--- src/rtl/fir_out_pkg.sv ---
// rtl/fir_out_pkg.sv - shared defaults and round/shift/saturate helper for the FIR output path
package fir_out_pkg;

    localparam int ACC_W_DEF = 32;
    localparam int OUT_W_DEF = 16;
    localparam int SHIFT_DEF = 15;
    localparam int TAPS_DEF  = 15;
    localparam int RQ_W      = 64;

    localparam logic [RQ_W:0] RQ_ONE = {{RQ_W{1'b0}}, 1'b1};

    // Round half up, shift right, clamp to out_w bits; one guard bit keeps the rounding add exact.
    function automatic logic [RQ_W-1:0] sat_round(input logic [RQ_W-1:0] x, input int shift,
                                                  input int out_w, output logic sat);
        logic [RQ_W:0] t;
        logic [RQ_W:0] q;
        logic [RQ_W:0] max_v;
        t = {1'b0, x};
        if (shift > 0) begin
            t = t + (RQ_ONE << (shift - 1));
        end
        q     = t >> shift;
        max_v = (RQ_ONE << out_w) - RQ_ONE;
        sat   = (q > max_v);
        return sat ? max_v[RQ_W-1:0] : q[RQ_W-1:0];
    endfunction

endpackage

--- src/rtl/fir_requant_decimator_if.sv ---
// rtl/fir_requant_decimator_if.sv - valid/ready output stream of the requantizing decimator
interface fir_requant_decimator_if
    import fir_out_pkg::*;
#(
    parameter int OUT_W = OUT_W_DEF
) ();
    logic [OUT_W-1:0] out_data;
    logic             out_valid;
    logic             out_ready;

    modport master (output out_data, output out_valid, input out_ready);
    modport slave  (input out_data, input out_valid, output out_ready);
endinterface

--- src/rtl/sync_fifo_fwft.sv ---
// rtl/sync_fifo_fwft.sv - first-word-fall-through synchronous FIFO, power-of-two depth
module sync_fifo_fwft #(
    parameter int WIDTH = 16,
    parameter int DEPTH = 8
) (
    input  logic                     clk,
    input  logic                     rst,
    input  logic                     push,
    input  logic [WIDTH-1:0]         push_data,
    input  logic                     pop,
    output logic [WIDTH-1:0]         pop_data,
    output logic                     full,
    output logic                     empty,
    output logic [$clog2(DEPTH):0]   count
);
    localparam int AW = $clog2(DEPTH);
    localparam logic [AW:0]   FULL_CNT = (AW+1)'(DEPTH);
    localparam logic [AW:0]   CNT_ONE  = (AW+1)'(1);
    localparam logic [AW-1:0] PTR_ONE  = AW'(1);

    logic [WIDTH-1:0] mem [DEPTH];
    logic [AW-1:0]    wr_ptr;
    logic [AW-1:0]    rd_ptr;
    logic             do_push;
    logic             do_pop;

    assign full     = (count == FULL_CNT);
    assign empty    = (count == '0);
    assign do_pop   = pop && !empty;
    // A push into a full FIFO is accepted only when the head leaves in the same cycle.
    assign do_push  = push && (!full || do_pop);
    assign pop_data = empty ? '0 : mem[rd_ptr];

    always_ff @(posedge clk) begin
        if (do_push) begin
            mem[wr_ptr] <= push_data;
        end
    end

    always_ff @(posedge clk or posedge rst) begin
        if (rst) begin
            wr_ptr <= '0;
            rd_ptr <= '0;
            count  <= '0;
        end else begin
            if (do_push) wr_ptr <= wr_ptr + PTR_ONE;
            if (do_pop)  rd_ptr <= rd_ptr + PTR_ONE;
            if (do_push && !do_pop)      count <= count + CNT_ONE;
            else if (!do_push && do_pop) count <= count - CNT_ONE;
        end
    end
endmodule

--- src/rtl/fir_requant_decimator.sv ---
// rtl/fir_requant_decimator.sv - requantizes FIR accumulator output, drops warm-up, decimates, buffers
module fir_requant_decimator
    import fir_out_pkg::*;
#(
    parameter int ACC_W = ACC_W_DEF,
    parameter int OUT_W = OUT_W_DEF,
    parameter int SHIFT = SHIFT_DEF,
    parameter int TAPS  = TAPS_DEF,
    parameter int DECIM = 4,
    parameter int DEPTH = 8
) (
    input  logic                      clk,
    input  logic                      rst,
    input  logic [ACC_W-1:0]          filtered_signal,
    input  logic                      in_valid,
    input  logic                      clr_flags,
    fir_requant_decimator_if.master   m_out,
    output logic [$clog2(DEPTH):0]    fifo_count,
    output logic                      sat_flag,
    output logic                      overflow
);
    localparam int WU_W = $clog2(TAPS + 1);
    localparam int PH_W = (DECIM > 1) ? $clog2(DECIM) : 1;
    localparam logic [WU_W-1:0] WU_LAST = WU_W'(TAPS - 1);
    localparam logic [PH_W-1:0] PH_LAST = PH_W'(DECIM - 1);

    logic [WU_W-1:0]  wu_cnt;
    logic [PH_W-1:0]  phase;
    logic [OUT_W-1:0] q_reg;
    logic             q_valid;
    logic             q_keep;
    logic [RQ_W-1:0]  rq;
    logic             rq_sat;
    logic             unused_rq_hi;
    logic             eligible;
    logic             push;
    logic             pop;
    logic             full;
    logic             empty;

    always_comb begin
        rq_sat = 1'b0;
        rq     = sat_round(RQ_W'(filtered_signal), SHIFT, OUT_W, rq_sat);
    end
    assign unused_rq_hi = ^rq[RQ_W-1:OUT_W];

    // Keep/drop is decided on arrival and travels with the quantized sample.
    assign eligible = in_valid && (wu_cnt == WU_LAST);
    assign push     = q_valid && q_keep;
    assign pop      = m_out.out_valid && m_out.out_ready;

    always_ff @(posedge clk or posedge rst) begin
        if (rst) begin
            wu_cnt   <= '0;
            phase    <= '0;
            q_reg    <= '0;
            q_valid  <= 1'b0;
            q_keep   <= 1'b0;
            sat_flag <= 1'b0;
            overflow <= 1'b0;
        end else begin
            q_valid <= in_valid;
            q_keep  <= eligible && (phase == '0);
            if (in_valid) begin
                q_reg <= rq[OUT_W-1:0];
                if (wu_cnt != WU_LAST) wu_cnt <= wu_cnt + WU_W'(1);
            end
            if (eligible) begin
                phase <= (phase == PH_LAST) ? '0 : phase + PH_W'(1);
            end
            if (in_valid && rq_sat) sat_flag <= 1'b1;
            else if (clr_flags)     sat_flag <= 1'b0;
            if (push && full && !pop) overflow <= 1'b1;
            else if (clr_flags)       overflow <= 1'b0;
        end
    end

    assign m_out.out_valid = !empty;

    sync_fifo_fwft #(
        .WIDTH (OUT_W),
        .DEPTH (DEPTH)
    ) u_fifo (
        .clk       (clk),
        .rst       (rst),
        .push      (push),
        .push_data (q_reg),
        .pop       (pop),
        .pop_data  (m_out.out_data),
        .full      (full),
        .empty     (empty),
        .count     (fifo_count)
    );
endmodule
--- src/flat_wrapper.sv ---
// flat-port wrapper written by rule: the top's interface ports become plain ports
module fir_requant_decimator_flat import fir_out_pkg::*;
#(
    parameter int ACC_W = ACC_W_DEF,
    parameter int OUT_W = OUT_W_DEF,
    parameter int SHIFT = SHIFT_DEF,
    parameter int TAPS  = TAPS_DEF,
    parameter int DECIM = 4,
    parameter int DEPTH = 8
)
  (clk, rst, filtered_signal, in_valid, clr_flags, fifo_count, sat_flag, overflow, m_out_out_data, m_out_out_valid, m_out_out_ready);
  fir_requant_decimator_if #(.OUT_W(OUT_W)) m_out_i ();
  input  logic clk;
  input  logic rst;
  input  logic [ACC_W-1:0] filtered_signal;
  input  logic in_valid;
  input  logic clr_flags;
  output logic [$clog2(DEPTH):0] fifo_count;
  output logic sat_flag;
  output logic overflow;
  output wire logic [$bits(m_out_i.out_data)-1:0] m_out_out_data;
  output wire logic [$bits(m_out_i.out_valid)-1:0] m_out_out_valid;
  input wire logic [$bits(m_out_i.out_ready)-1:0] m_out_out_ready;
  assign m_out_out_data = m_out_i.out_data;
  assign m_out_out_valid = m_out_i.out_valid;
  assign m_out_i.out_ready = m_out_out_ready;
  fir_requant_decimator #(.ACC_W(ACC_W), .OUT_W(OUT_W), .SHIFT(SHIFT), .TAPS(TAPS), .DECIM(DECIM), .DEPTH(DEPTH)) u_core (.clk(clk), .rst(rst), .filtered_signal(filtered_signal), .in_valid(in_valid), .clr_flags(clr_flags), .m_out(m_out_i), .fifo_count(fifo_count), .sat_flag(sat_flag), .overflow(overflow));
endmodule
--- config.mk ---
export PLATFORM = sky130hd
export DESIGN_NAME = fir_requant_decimator_flat
export DESIGN_NICKNAME = d
export VERILOG_FILES = /design/src/rtl/fir_out_pkg.sv /design/src/rtl/fir_requant_decimator_if.sv /design/src/rtl/sync_fifo_fwft.sv /design/src/rtl/fir_requant_decimator.sv /design/src/flat_wrapper.sv
export SDC_FILE = /design/constraint.sdc
export NUM_CORES = 1
export LEC_CHECK = 0
export ABC_AREA = 1
export CAP_MARGIN = 20
export CORE_ASPECT_RATIO = 2
export CORE_MARGIN = 3
export CORE_UTILIZATION = 62
export CTS_CLUSTER_SIZE = 30
export DETAILED_ROUTE_END_ITERATION = 16
export GPL_ROUTABILITY_DRIVEN = 1
export PLACE_DENSITY = 0.85
export SLEW_MARGIN = 20
export SYNTH_ARGS = -nofsm -noshare
export SYNTH_HDL_FRONTEND = slang
export SYNTH_SLANG_ARGS = --single-unit
--- constraint.sdc ---
create_clock -name clk -period 5.5 [get_ports clk]
set_input_delay 0.825 -clock clk [delete_from_list [all_inputs] [get_ports clk]]
set_output_delay 0.825 -clock clk [all_outputs]
set_load 0.005 [all_outputs]
==> results.yml <==
global_routing:
  overflow: 0
  grt_max_degree: 65
  grt_use_total: 0.261
  antenna_found_initial: 0
  grt_first_pass_wirelength_um: 24600
  grt_pass1_vias: 4993
final_layout:
  final_cell_area_um2: 8230
  drive_gt1_frac: 0.0846
  nets: 732
  final_cell_mix: "nor2_1 (156), edfxtp_1 (128), o21ai_0 (84)"
  instances_no_fill: 837
  insertedDiodeCount: 0
  largest_reg_flops: 128
  final_common_cell: "nor2_1"
  syn_to_final_growth_pct: 16.6
clock_network:
  cts_num_sinks: 164
  root_buffer: "clkbuf_16"
  ctsResizeCount: 0
  cts_tree: "done"
  post-cts-setup-buffers: 0
  cts_htree_levels: 4
  cts-buffers-inserted: 17
  postCtsHoldBufs: 0
  clk_pin_slew_ns: 0.06
  clockBufferDepth: 2
  clk_latency_ns: 0.42
floorplan:
  core_um2: 11000
  dieArea_um2: 12800
  die_w_um: 81.4
  start_util: 0.641
  rows: 54
  chipHeight_um: 157
  ios: 60
worst_setup_path:
  crit_chain: "inv_2 > o21ai_0 > o22ai_1 > o21ai_0 > a31oi_1 > clkdlybuf4s50_1"
  cp-start-kind: "flip-flop"
  path_max_fanout: 64
  crit_type: "flip-flop to primary output"
  cp_slowest_cell: "inv_2"
  cp_top_family: "buffers and inverters"
  crit_required_ns: 4.68
  endpoint_kind: "primary output"
  reg2reg_depth: 5
  path_buf_inv: 2
  cp.arrival_ns: 3.07
  critical_path_depth: 6
  path_common_cell: "o21ai_0"
  worst_path_largest_cell_delay_ns: 0.73
timing:
  tns_ns: 0
  setup_violations: 0
  fin_ws_ns: 1.60
  rsz0062_at_grt: "no"
  worst_pin_slew_ns: 1.10
  maxSlewHeadroom: 0.265
  fmax_mhz: 257
  hold_viol_final: 0
  period_minus_slack_ns: 3.90
  finalCritPeriodShare: 0.709
  maxSlewViolCount: 0
  fin_skew_ns: 0.0103
placement:
  dp.cells: 803
  pre_cts_ws_ns: 2.21
  post-dp-hpwl_um: 9220
  numPortBuffers: 45
  place_area_um2: 7620
  gp_congestion: 0.884
route:
  antenna_left: 0
  first_iter_violations: 576
  wl_per_cell_um: 19.1
  routed_via_density: 6.05
  finalWirelength_um: 15900
  drc: 0
  vias: 5064
  dr.pass1.iters: 6
worst_hold_path:
  hold_depth: 1
  hold_path_class: "flip-flop to flip-flop"
synth:
  synth_nets: 689
  synthCells: 641
  synth_cell_types: 33
  synth_seq_area_share: 0.672
  ys_ff_latch: 164
  syn-cell-area_um2: 7060
  yosysWarningCount: 0
  avgSynthCellArea_um2: 11.0
power:
  leakage_nw: 2.96
  peakVddDrop_mv: 0.276
  power.density_nw_per_um2: 479
flow_run:
  drv_cap: 0
outcome:
  outcome: "complete, no violations"
## cell families after synthesis
logic type,after synthesis,synth area share
buffers and inverters,54,0.0309
DFF,164,0.672
AOI/OAI and AO/OA,128,0.0982
xor gates and xnor gates,18,0.0223
and+or+nand+nor,266,0.156
adders and majority gates,11,0.0206
## synthesized netlist by cell type
cell type	n	area [um^2]
dfrtp_1	36	901
nor2_4	3	33.8
nand3b_1	1	7.51
nand3_1	7	35.0
xor2_1	12	105
nand3_4	1	17.5
o21ai_0	84	420
or2_2	3	18.8
a21o_1	1	7.51
fa_1	1	20.0
nor3b_1	1	7.51
nand4_1	4	25.0
o21ai_1	6	30.0
clkbuf_1	20	75.1
a31o_2	1	8.76
a31oi_1	16	100
a21oi_1	1	5.00
nor3_1	3	15.0
nand4_2	1	12.5
nand2_1	73	274
edfxtp_1	128	3840
xnor2_1	6	52.6
buf_2	6	30.0
nand2_2	3	18.8
o22ai_1	17	106
nor2_1	164	616
ha_1	10	125
buf_6	1	11.3
inv_1	26	97.6
nand3_2	1	10.0
o21bai_1	2	15.0
inv_2	1	3.75
nor2_2	1	6.26
## path summary, 6_finish.rpt
kind                                                      from                                  end  slack, ns
max in group asynchronous                                  rst  u_core.u_fifo.rd_ptr[0]$_DFFE_PP0N_       4.37
min in group asynchronous                                  rst          u_core.sat_flag$_DFFE_PP0P_       0.80
min reg2reg                       u_core.wu_cnt[3]$_DFFE_PP0P_         u_core.wu_cnt[3]$_DFFE_PP0P_       0.47
max                        u_core.u_fifo.rd_ptr[0]$_DFFE_PP0N_                   m_out_out_data[15]       1.60
max reg2reg                 u_core.u_fifo.count[0]$_DFFE_PP0P_    u_core.u_fifo.mem[4][9]$_DFFE_PP_       3.10
min                               u_core.wu_cnt[3]$_DFFE_PP0P_         u_core.wu_cnt[3]$_DFFE_PP0P_       0.47
## power breakdown
group	internal, mW	switching, mW	total (mW)
Combinational	0.533	0.728	1.26
Clock	0.713	0.460	1.17
Sequential	1.42	0.0932	1.51
Total	2.66	1.28	3.94
## final cells by class
class	instances	area (um^2)
Clock buffer	19	433
Clock inverter	13	158
Fill cell	681	2780
Inverter	27	101
Multi-Input combinational cell	423	2120
Sequential cell	164	4750
Tap cell	140	175
Timing Repair Buffer	51	498
## through the flow
stage                     power (mW)  utilization  hold slack, ns
after detailed placement        2.75        0.692           0.465
after floorplan                 2.23            -           0.442
final                           3.94        0.747           0.469
after global placement          2.67        0.692           0.455
after CTS                       3.93        0.745           0.473
after global routing            4.13        0.747           0.512
## routing by layer
metal  GRT usage  routed length [um]  vias to the layer above
met5           0                   0                        -
met4       0.141                 579                        0
met3      0.0547                1080                       60
met2       0.456                8900                      266
met1       0.289                5390                     2422
li1            -                   -                     2316
No activity file was read; power rests on OpenSTA's default activity.
